==> src/rtl/dual_issue_fetch_queue_pkg.sv <==
// Shared pipeline definitions used by the fetch queue and the dual-issue hazard stage.
package dual_issue_fetch_queue_pkg;

  localparam int XLEN = 32;

  // addi x0,x0,0 presented on an empty issue slot
  localparam logic [XLEN-1:0] NOP_INSTR = 32'h0000_0013;

  localparam logic [6:0] OPC_LOAD  = 7'b0000011;
  localparam logic [6:0] OPC_STORE = 7'b0100011;

  typedef struct packed {
    logic [XLEN-1:0] pc;
    logic [XLEN-1:0] instr;
  } fq_entry_t;

endpackage

==> src/rtl/dual_issue_fetch_queue_ram.sv <==
// DEPTH x 64 entry store: pair write at waddr/waddr+1, async pair read at raddr/raddr+1.
// No reset on contents; validity is tracked by the owner's count.
module dual_issue_fetch_queue_ram
  import dual_issue_fetch_queue_pkg::*;
#(
  parameter int DEPTH = 8,
  parameter int AW    = $clog2(DEPTH)
) (
  input  logic            clk,
  input  logic            we,
  input  logic [AW-1:0]   waddr,
  input  fq_entry_t       wdat0,
  input  fq_entry_t       wdat1,
  input  logic [AW-1:0]   raddr,
  output fq_entry_t       rdat0,
  output fq_entry_t       rdat1
);

  fq_entry_t mem [DEPTH];

  logic [AW-1:0] waddr1;
  logic [AW-1:0] raddr1;

  assign waddr1 = waddr + AW'(1);
  assign raddr1 = raddr + AW'(1);

  always_ff @(posedge clk) begin
    if (we) begin
      mem[waddr]  <= wdat0;
      mem[waddr1] <= wdat1;
    end
  end

  assign rdat0 = mem[raddr];
  assign rdat1 = mem[raddr1];

endmodule

==> src/rtl/dual_issue_fetch_queue.sv <==
// Pair-in, two-slot-out instruction queue; 1-cycle enqueue-to-issue latency, retires 0..2 per cycle.
// fetch_ready drops when fewer than two entries are free; fetch must hold its pair until accepted.
module dual_issue_fetch_queue
  import dual_issue_fetch_queue_pkg::*;
#(
  parameter int              DEPTH     = 8,
  parameter logic [XLEN-1:0] NOP_INSTR = dual_issue_fetch_queue_pkg::NOP_INSTR
) (
  input  logic                       clk,
  input  logic                       rstn,
  input  logic                       fetch_valid,
  input  logic [31:0]                fetch_pc,
  input  logic [31:0]                fetch_instr0,
  input  logic [31:0]                fetch_instr1,
  output logic                       fetch_ready,
  input  logic                       flush,
  input  logic [1:0]                 issue_take,
  output logic                       issue_valid1,
  output logic                       issue_valid2,
  output logic [31:0]                issue_instr1,
  output logic [31:0]                issue_instr2,
  output logic [31:0]                issue_pc1,
  output logic [31:0]                issue_pc2,
  output logic [$clog2(DEPTH):0]     count
);

  localparam int AW = $clog2(DEPTH);
  localparam int CW = AW + 1;

  logic [AW-1:0] head;
  logic [AW-1:0] tail;
  logic [CW-1:0] free_slots;
  logic [1:0]    take_clip;
  logic [1:0]    deq;
  logic          enq;
  fq_entry_t     wdat0, wdat1, rdat0, rdat1;

  assign free_slots  = CW'(DEPTH) - count;
  assign fetch_ready = free_slots >= CW'(2);
  assign enq         = fetch_valid && fetch_ready && !flush;

  // Requests beyond current occupancy are clipped so head never passes tail.
  always_comb begin
    take_clip = (issue_take == 2'd3) ? 2'd2 : issue_take;
    deq       = take_clip;
    if (count < CW'(take_clip))
      deq = count[1:0];
  end

  always_ff @(posedge clk or negedge rstn) begin
    if (!rstn) begin
      head  <= '0;
      tail  <= '0;
      count <= '0;
    end else if (flush) begin
      head  <= '0;
      tail  <= '0;
      count <= '0;
    end else begin
      head  <= head + AW'(deq);
      tail  <= enq ? tail + AW'(2) : tail;
      count <= count + (enq ? CW'(2) : CW'(0)) - CW'(deq);
    end
  end

  assign wdat0 = '{pc: fetch_pc,          instr: fetch_instr0};
  assign wdat1 = '{pc: fetch_pc + 32'd4,  instr: fetch_instr1};

  dual_issue_fetch_queue_ram #(
    .DEPTH (DEPTH),
    .AW    (AW)
  ) u_ram (
    .clk   (clk),
    .we    (enq),
    .waddr (tail),
    .wdat0 (wdat0),
    .wdat1 (wdat1),
    .raddr (head),
    .rdat0 (rdat0),
    .rdat1 (rdat1)
  );

  assign issue_valid1 = count >= CW'(1);
  assign issue_valid2 = count >= CW'(2);
  assign issue_instr1 = issue_valid1 ? rdat0.instr : NOP_INSTR;
  assign issue_pc1    = issue_valid1 ? rdat0.pc    : 32'd0;
  assign issue_instr2 = issue_valid2 ? rdat1.instr : NOP_INSTR;
  assign issue_pc2    = issue_valid2 ? rdat1.pc    : 32'd0;

endmodule

==> config.mk <==
export PLATFORM = sky130hd
export DESIGN_NAME = dual_issue_fetch_queue
export DESIGN_NICKNAME = d
export VERILOG_FILES = /design/src/rtl/dual_issue_fetch_queue_pkg.sv /design/src/rtl/dual_issue_fetch_queue_ram.sv /design/src/rtl/dual_issue_fetch_queue.sv
export SDC_FILE = /design/constraint.sdc
export NUM_CORES = 1
export LEC_CHECK = 0
export ABC_AREA = 1
export CAP_MARGIN = 0
export CELL_PAD_IN_SITES_DETAIL_PLACEMENT = 1
export CELL_PAD_IN_SITES_GLOBAL_PLACEMENT = 2
export CORE_MARGIN = 2
export CORE_UTILIZATION = 37
export DETAILED_ROUTE_END_ITERATION = 10
export GPL_ROUTABILITY_DRIVEN = 0
export PLACE_DENSITY = 0.86
export SYNTH_ARGS = -nofsm -noshare
export SYNTH_HDL_FRONTEND = slang
export SYNTH_HIERARCHICAL = 1
export SYNTH_SLANG_ARGS = --single-unit
==> constraint.sdc <==
create_clock -name clk -period 19.8 [get_ports clk]
set_clock_uncertainty 0.1 [all_clocks]
set_input_delay 3.96 -clock clk [delete_from_list [all_inputs] [get_ports clk]]
set_output_delay 3.96 -clock clk [all_outputs]
set_load 0.05 [all_outputs]
# == Word level (Yosys, flattened, before mapping) ==
# Memories as Yosys holds them, arrays and structs flattened.
# Cells that the tools add are included.
# totals
regBits,10
ramBits,512
in_bits,102
out_inout_bits,135
word_cells,34
memories,1
# op_classes
addsub,8
n_lt_le_gt_ge,4
eq_ne,1
n_mux,13
reduce_logical,4
# mem_list
memory,words,word_bits,rd,rd_clocked_by_memory_dff,wr,line,text
u_ram.mem,8,64,2,0,2,dual_issue_fetch_queue_ram.sv:19,fq_entry_t mem [DEPTH];
# ops
op,n
32-bit 2-to-1 mux,4
"32-bit by 3-bit adder with 32-bit output, second input constant",1
3-bit 2-to-1 mux,3
"4-bit by 2-bit greater-or-equal comparator with 1-bit output, second input constant",2
"3-bit by 1-bit adder with 3-bit output, second input constant",2
2-bit 2-to-1 mux,3
4-bit by 2-bit adder with 4-bit output,1
"4-bit by 1-bit greater-or-equal comparator with 1-bit output, second input constant",1
4-bit by 2-bit less-than comparator with 1-bit output,1
4-bit 2-to-1 mux,1
4-bit by 2-bit subtractor with 4-bit output,1
"4-bit subtractor, first input constant",1
3-bit by 2-bit adder with 3-bit output,1
"3-bit by 2-bit adder with 3-bit output, second input constant",1
"2-bit == test, second input constant",1
1-bit logical AND,2
1-bit 2-to-1 mux,2
2-bit nonzero test,1
1-bit logical NOT,1

# == Logic depth before layout (Yosys ltp) ==
# Gate-level depths: netlist of run 1.
# depth
depth_word,8
depth_mapped,16

# == By module ==
# The synthesis of run 1 kept the hierarchy.
# by_module_without_submodules
module,n_inst,cells_each,area_per_inst_um2
dual_issue_fetch_queue_ram,1,5327,36133.4
dual_issue_fetch_queue,1,513,2508.7

# == Least setup slack after synthesis of run 1 ==
# OpenSTA, ideal clock, no wires.
# synth_timing
kind,input -> register
start,input flush
end,memory u_ram/mem[0][0] (netlist bit) (enable)
setup_ps,574
arrival_ps,9310
t_required_ps,19126
path_slack_ps,9816
stages,7
path_buffers,2
cell_sequence,clkbuf_1 nor2_1 inv_2 nor2_4 buf_2 inv_1 o21ai_0
# synth_rtl
element,line,text
"start, declared",dual_issue_fetch_queue.sv:16,"input logic flush,"
"end, declared",dual_issue_fetch_queue_ram.sv:19,

==> impl_metrics.py, run 1 <==
metrics = {
    "run_status": {
        "status": "finished with violations",
        "violations": "slew limit",
    },
    "worst_setup_path": {
        "arrival_ns": 4.87,
        "ff2ff_path_depth": 14,
        "rrSetupSlack_ns": 14.76,
        "path_class": "register to output pin",
        "reg2reg_to": "u_ram/mem[3][39]",
        "endpoint_kind": "output pin",
        "cp-start-kind": "register",
        "cp_max_fo": 66,
        "critPathRequiredTime_ns": 15.74,
        "r2r_start": "count[1]",
        "crit_start": "head[1]",
    },
    "routing": {
        "drtIter0Drc": 3570,
        "drc": 0,
        "drt_wl_total_mm": 163,
        "firstDrtPassIters": 5,
        "ant_nets": 0,
        "vias_per_cell": 5.57,
        "avgRoutedWirePerCell_um": 23.0,
        "dr_total_vias": 39300,
    },
    "yosys": {
        "yosys.area.top_type": "edfxtp_1",
        "synth_warnings": 6,
        "avgSynthCellArea_um2": 6.62,
        "synthCells": 5840,
        "yosysSeqAreaShare_pct": 40.4,
        "post-synth-top-count-cell": "nand2_1",
        "netlist_area_um2": 38600,
        "synthArstFlopShare_pct": 1.73,
        "ys_seq_elements": 521,
        "post-synth-top-area-fraction_pct": 39.8,
        "ys.flop_type": "edfxtp_1",
        "synth_edf_count": 512,
        "synth_common_cells": "nand2_1, inv_1, nand3_1, nand4_1, edfxtp_1",
        "synth_cell_types": 28,
        "synth.top_cells.by_area": "edfxtp_1, nand2_1, nand4_1",
    },
    "timing": {
        "hold_violations": 0,
        "setup_tns_ns": 0,
        "relSlewSlack_pct": -243,
        "timing.final.max_slew_violations": 264,
        "fin_crit_ns": 8.93,
        "rsz0062_at_grt": "no",
        "post-route-period-util_pct": 45.1,
        "max_freq_mhz": 112,
        "finalSetupViolCount": 0,
        "tightest_slew_ns": 5.13,
    },
    "clock_network": {
        "cts.repair.resized": 0,
        "clk_pin_slew_ns": 0.06,
        "cts_hold_repair.buffers": 0,
        "post_cts_buffers": 0,
        "htreeDepth": 3,
        "worst_skew_pair.late_latency_ns": 0.62,
        "cts_tree": "built",
        "numCtsBuffers": 66,
        "ctsRootBufferMaster": "clkbuf_16",
        "clock_sinks": 521,
        "clk_path_buf_depth": 3,
    },
    "floorplan": {
        "pin_count": 237,
        "die_x_um": 327,
        "placeableCoreArea_um2": 103000,
        "initial_utilization_pct": 37.3,
        "die_y_um": 327,
        "rows": 118,
        "dieArea_um2": 107000,
    },
    "layout": {
        "area_delta_synth_final_pct": 10.3,
        "final_nets": 5751,
        "drive_gt1_share_pct": 3.20,
        "utilization_pct": 41.2,
    },
    "global_routing": {
        "grt_pass1_vias": 39600,
        "grt_pass1_wl_mm": 245,
        "grt_antenna_before_repair": 11,
        "grt_max_degree": 261,
        "grt_overflow": 0,
        "grt_use_total_pct": 29.6,
    },
    "min_path": {
        "min_from": "count[3]",
        "hp-class": "register to register",
        "holdPathEnd": "count[3]",
        "whs_path_depth": 3,
    },
    "power": {
        "p_per_area_nw_per_um2": 164,
        "p_total_uw": 7010,
        "p_leak_uw": 0.0211,
        "ir_drop_mv": 0.182,
    },
    "placement": {
        "port_buffers": 236,
        "dp_hpwl_mm": 88.6,
    },
    "flow_run": {
        "maxCapViolCount": 0,
    },
}
## power by group
part           leakage [uW]  internal (uW)  total (uW)  switching [uW]
Combinational        0.0153           1110        4390            3280
Clock               0.00101            691        1200             506
Sequential          0.00476           1360        1420            63.0
Total                0.0211           3160        7010            3850
## cell type report
| type | count | area (um2) |
|---|---|---|
| clock inverters | 30 | 213 |
| well taps | 1380 | 1730 |
| flip-flops and latches | 521 | 15600 |
| multi-input cells | 4086 | 17900 |
| inverters | 672 | 2550 |
| fillers | 13200 | 60900 |
| clock buffers | 88 | 1840 |
| diodes | 3 | 7.51 |
| repair buffers | 286 | 2780 |
## cell families after synthesis
| group | count (synthesis) | share of synthesized area, % |
|---|---|---|
| xor+xnor | 20 | 0.453 |
| fa+ha+maj | 16 | 0.576 |
| simple gates | 4035 | 44.6 |
| buf+inv | 1235 | 13.9 |
| other cells | 1 | 0.00970 |
| compound gates | 12 | 0.155 |
| flops | 521 | 40.4 |
## worst max-delay path, cell delays in order, from the launching register on
cell,delay (ns)
dfrtp_4,0.85
ha_4,0.47
inv_8,0.49
buf_4,0.88
nand3_1,0.15
nand2_1,0.09
nand2_1,0.05
nand2_1,0.11
nand2_1,0.05
inv_1,0.21
clkdlybuf4s50_1,0.84
## worst max-delay path by stage
stage                  endpoint  slack, ns
2_1_floorplan   u_ram/mem[0][0]       9.82
3_3_place_gp      issue_pc2[15]      11.53
3_5_place_dp      issue_pc2[15]      11.48
4_1_cts           issue_pc2[15]      10.82
5_1_grt        issue_instr1[26]      10.66
6_report          issue_pc2[15]      10.87
## metrics by stage
step | std cells | worst slack, ns | hold slack (ns) | cell area (um2)
2_1_floorplan | 5842 | 9.82 | 0.473 | 38600
3_3_place_gp | 6945 | 11.53 | 0.611 | 40600
3_5_place_dp | 6945 | 11.48 | 0.610 | 40600
4_1_cts | 7063 | 10.82 | 0.629 | 42600
5_1_grt | 7065 | 10.66 | 0.689 | 42600
6_report | 7066 | 10.87 | 0.635 | 42600
## layer usage
metal	wire length [um]	share of wire, %	up-vias	global-route usage [%]
li1	-	-	18100	-
met1	70300	43	19400	39.7
met2	75000	46	1478	48.4
met3	10900	6.7	352	3.96
met4	6260	3.8	14	11.8
met5	96	0.059	-	0
## flip-flops by register name (all words and copies together) (netlist names)
register	count
tail	2
head	3
u_ram/mem	512
count	4
## cells in the final DEF, fill, tap and decap left out, drive strengths merged, types with 9 or more instances in the layout
| cell | Yosys | routed |
|---|---|---|
| clkdlybuf4s50 | 0 | 236 |
| nand3b | 10 | 10 |
| ha | 13 | 13 |
| buf | 419 | 50 |
| clkbuf | 144 | 88 |
| nand2 | 2854 | 2854 |
| nand3 | 532 | 532 |
| dfrtp | 9 | 9 |
| o21ai | 11 | 11 |
| nand4 | 516 | 516 |
| xor2 | 11 | 11 |
| edfxtp | 512 | 512 |
| clkinv | 0 | 25 |
| xnor2 | 9 | 9 |
| nor2 | 119 | 119 |
| inv | 672 | 674 |
Note: power is estimated with default switching activity, not from simulation.
==> inputs of run 2 (changes only) <==
--- a/config.mk
+++ b/config.mk
@@ -10,10 +10,10 @@
 export CELL_PAD_IN_SITES_DETAIL_PLACEMENT = 1
 export CELL_PAD_IN_SITES_GLOBAL_PLACEMENT = 2
 export CORE_MARGIN = 2
-export CORE_UTILIZATION = 37
+export CORE_UTILIZATION = 34
 export DETAILED_ROUTE_END_ITERATION = 10
 export GPL_ROUTABILITY_DRIVEN = 0
-export PLACE_DENSITY = 0.86
+export PLACE_DENSITY = 0.8
 export SYNTH_ARGS = -nofsm -noshare
 export SYNTH_HDL_FRONTEND = slang
 export SYNTH_HIERARCHICAL = 1
==> constraint.sdc (replaced) <==
create_clock -name clk -period 9.2 [get_ports clk]
set_clock_uncertainty 0.1 [all_clocks]
set_input_delay 1.84 -clock clk [delete_from_list [all_inputs] [get_ports clk]]
set_output_delay 1.84 -clock clk [all_outputs]
set_load 0.05 [all_outputs]
==> run 2 against run 1 <==
Net effect:
- non-clock buffer count grew 3
- the run still ends with slew limit left
- total power grew 110%
- via count fell by 1.6%
- largest cell class unchanged
- register-to-register slack worse by 10 ns
- combinational power grew 120%
==> impl_metrics.py, run 2 (synthesis gave the netlist of run 1 again) <==
metrics = {
    "run_status": {
        "status": "finished with violations",
        "violations": "slew limit",
    },
    "worst_setup_path": {
        "r2r_start": "count[1]",
        "rrSetupSlack_ns": 4.34,
        "crit_start": "head[1]",
        "critPathRequiredTime_ns": 7.26,
        "ff2ff_path_depth": 14,
        "cp-start-kind": "register",
        "reg2reg_to": "u_ram/mem[1][41]",
        "arrival_ns": 5.05,
        "cp_max_fo": 86,
        "endpoint_kind": "output pin",
        "path_class": "register to output pin",
        "cp-endpoint": "issue_pc2[28]",
    },
    "timing": {
        "timing.final.max_slew_violations": 264,
        "finalSetupViolCount": 0,
        "tightest_slew_ns": 5.06,
        "rsz0062_at_grt": "no",
        "setup_tns_ns": 0,
        "fin_crit_ns": 6.99,
        "relSlewSlack_pct": -238,
        "setup_ws_ns": 2.21,
        "fin_hold_ws_ns": 0.614,
        "hold_violations": 0,
        "max_freq_mhz": 143,
        "post-route-period-util_pct": 75.9,
    },
    "routing": {
        "ant_nets": 0,
        "firstDrtPassIters": 7,
        "drc": 0,
        "dr_total_vias": 38700,
        "avgRoutedWirePerCell_um": 22.8,
        "drt_wl_total_mm": 164,
        "vias_per_cell": 5.38,
        "drtIter0Drc": 3171,
    },
    "global_routing": {
        "grt_pass1_wl_mm": 249,
        "grt_antenna_before_repair": 4,
        "grt_overflow": 0,
        "grt_max_degree": 261,
        "grt_pass1_vias": 39400,
        "grt_use_total_pct": 27.7,
    },
    "clock_network": {
        "clock_sinks": 521,
        "cts_tree": "built",
        "clk_path_buf_depth": 3,
        "worst_skew_pair.late_latency_ns": 0.62,
        "cts_hold_repair.buffers": 0,
        "cts.repair.resized": 0,
        "clk_pin_slew_ns": 0.06,
        "numCtsBuffers": 67,
        "htreeDepth": 3,
        "ctsRootBufferMaster": "clkbuf_16",
        "post_cts_buffers": 0,
    },
    "power": {
        "power.switching_uw": 8300,
        "p_leak_uw": 0.0211,
        "seqPwrFrac_pct": 20.5,
        "pwr-share-clk_pct": 16.8,
        "p_int_uw": 6750,
        "ir_drop_mv": 0.352,
        "p_per_area_nw_per_um2": 351,
        "pwr-share-comb_pct": 62.8,
        "p_sw_share_pct": 55.1,
    },
    "placement": {
        "dp_hpwl_mm": 91.2,
        "preCtsSetupSlack_ns": 2.86,
        "port_buffers": 236,
    },
    "flow_run": {
        "maxCapViolCount": 0,
    },
    "floorplan": {
        "die_x_um": 341,
        "pin_count": 237,
        "die_y_um": 341,
        "placeableCoreArea_um2": 113000,
        "dieArea_um2": 116000,
        "rows": 123,
        "initial_utilization_pct": 34.3,
    },
    "layout": {
        "final_cell_mix": "nand2_1, inv_1, nand3_1",
        "largestRegisters": "u_ram/mem: 512 flops, count: 4 flops, head: 3 flops",
        "largest_register_ff_count": 512,
        "final_nets": 5755,
        "layout_commonest_cell": "nand2_1",
        "largest-register": "u_ram/mem",
        "drive_gt1_share_pct": 3.20,
        "area_delta_synth_final_pct": 10.8,
    },
    "min_path": {
        "whs_path_depth": 3,
        "hp-class": "register to register",
    },
}
## run 2: worst min path at each step
stage | from | endpoint
6_report | count[3] | count[3]
5_1_grt | count[3] | count[3]
4_1_cts | count[3] | count[3]
3_5_place_dp | count[3] | count[3]
3_3_place_gp | count[3] | count[3]
2_1_floorplan | head[2] | head[2]
## run 2: through the flow
stage,power [uW],area [um2],std cells,util (%)
CTS,15000,42800,7190,38.0
global route,15900,42800,7191,38.0
finish,15000,42800,7192,38.0
floorplan,9360,38600,5842,-
global placement,12400,40800,7068,36.2
detailed placement,12500,40800,7068,36.2
## run 2: final cells by class
class | count | area, um2
Timing Repair Buffer | 289 | 2840
Clock inverter | 31 | 128
Inverter | 672 | 2550
Tap cell | 1500 | 1880
Multi-Input combinational cell | 4086 | 17900
Sequential cell | 521 | 15600
Fill cell | 14200 | 69800
Antenna cell | 2 | 5.00
Clock buffer | 91 | 1890
## run 2: layer usage
layer	track usage, %	wire (um)
met3	3.77	9910
met2	46.3	76500
met4	7.68	4140
met1	37.5	73200
met5	0	40
## run 2: critical path, stage by stage (launching register included)
cell and delay [ns]:
dfrtp_4 0.87, ha_4 0.45, inv_6 0.78, buf_4 0.73
nand3_1 0.15, nand2_1 0.10, nand2_1 0.05, nand2_1 0.19
nand2_1 0.08, inv_1 0.08, clkdlybuf4s50_1 0.82
## run 2: power by group through the flow
| stage | sequential [uW] | combinational (uW) | clock, uW |
|---|---|---|---|
| 3_5_place_dp | 3130 | 9360 | 0 |
| 6_report | 3080 | 9440 | 2520 |
| 2_1_floorplan | 3090 | 6280 | 0 |
| 4_1_cts | 3080 | 9380 | 2570 |
| 5_1_grt | 3100 | 10200 | 2650 |
| 3_3_place_gp | 3120 | 9300 | 0 |
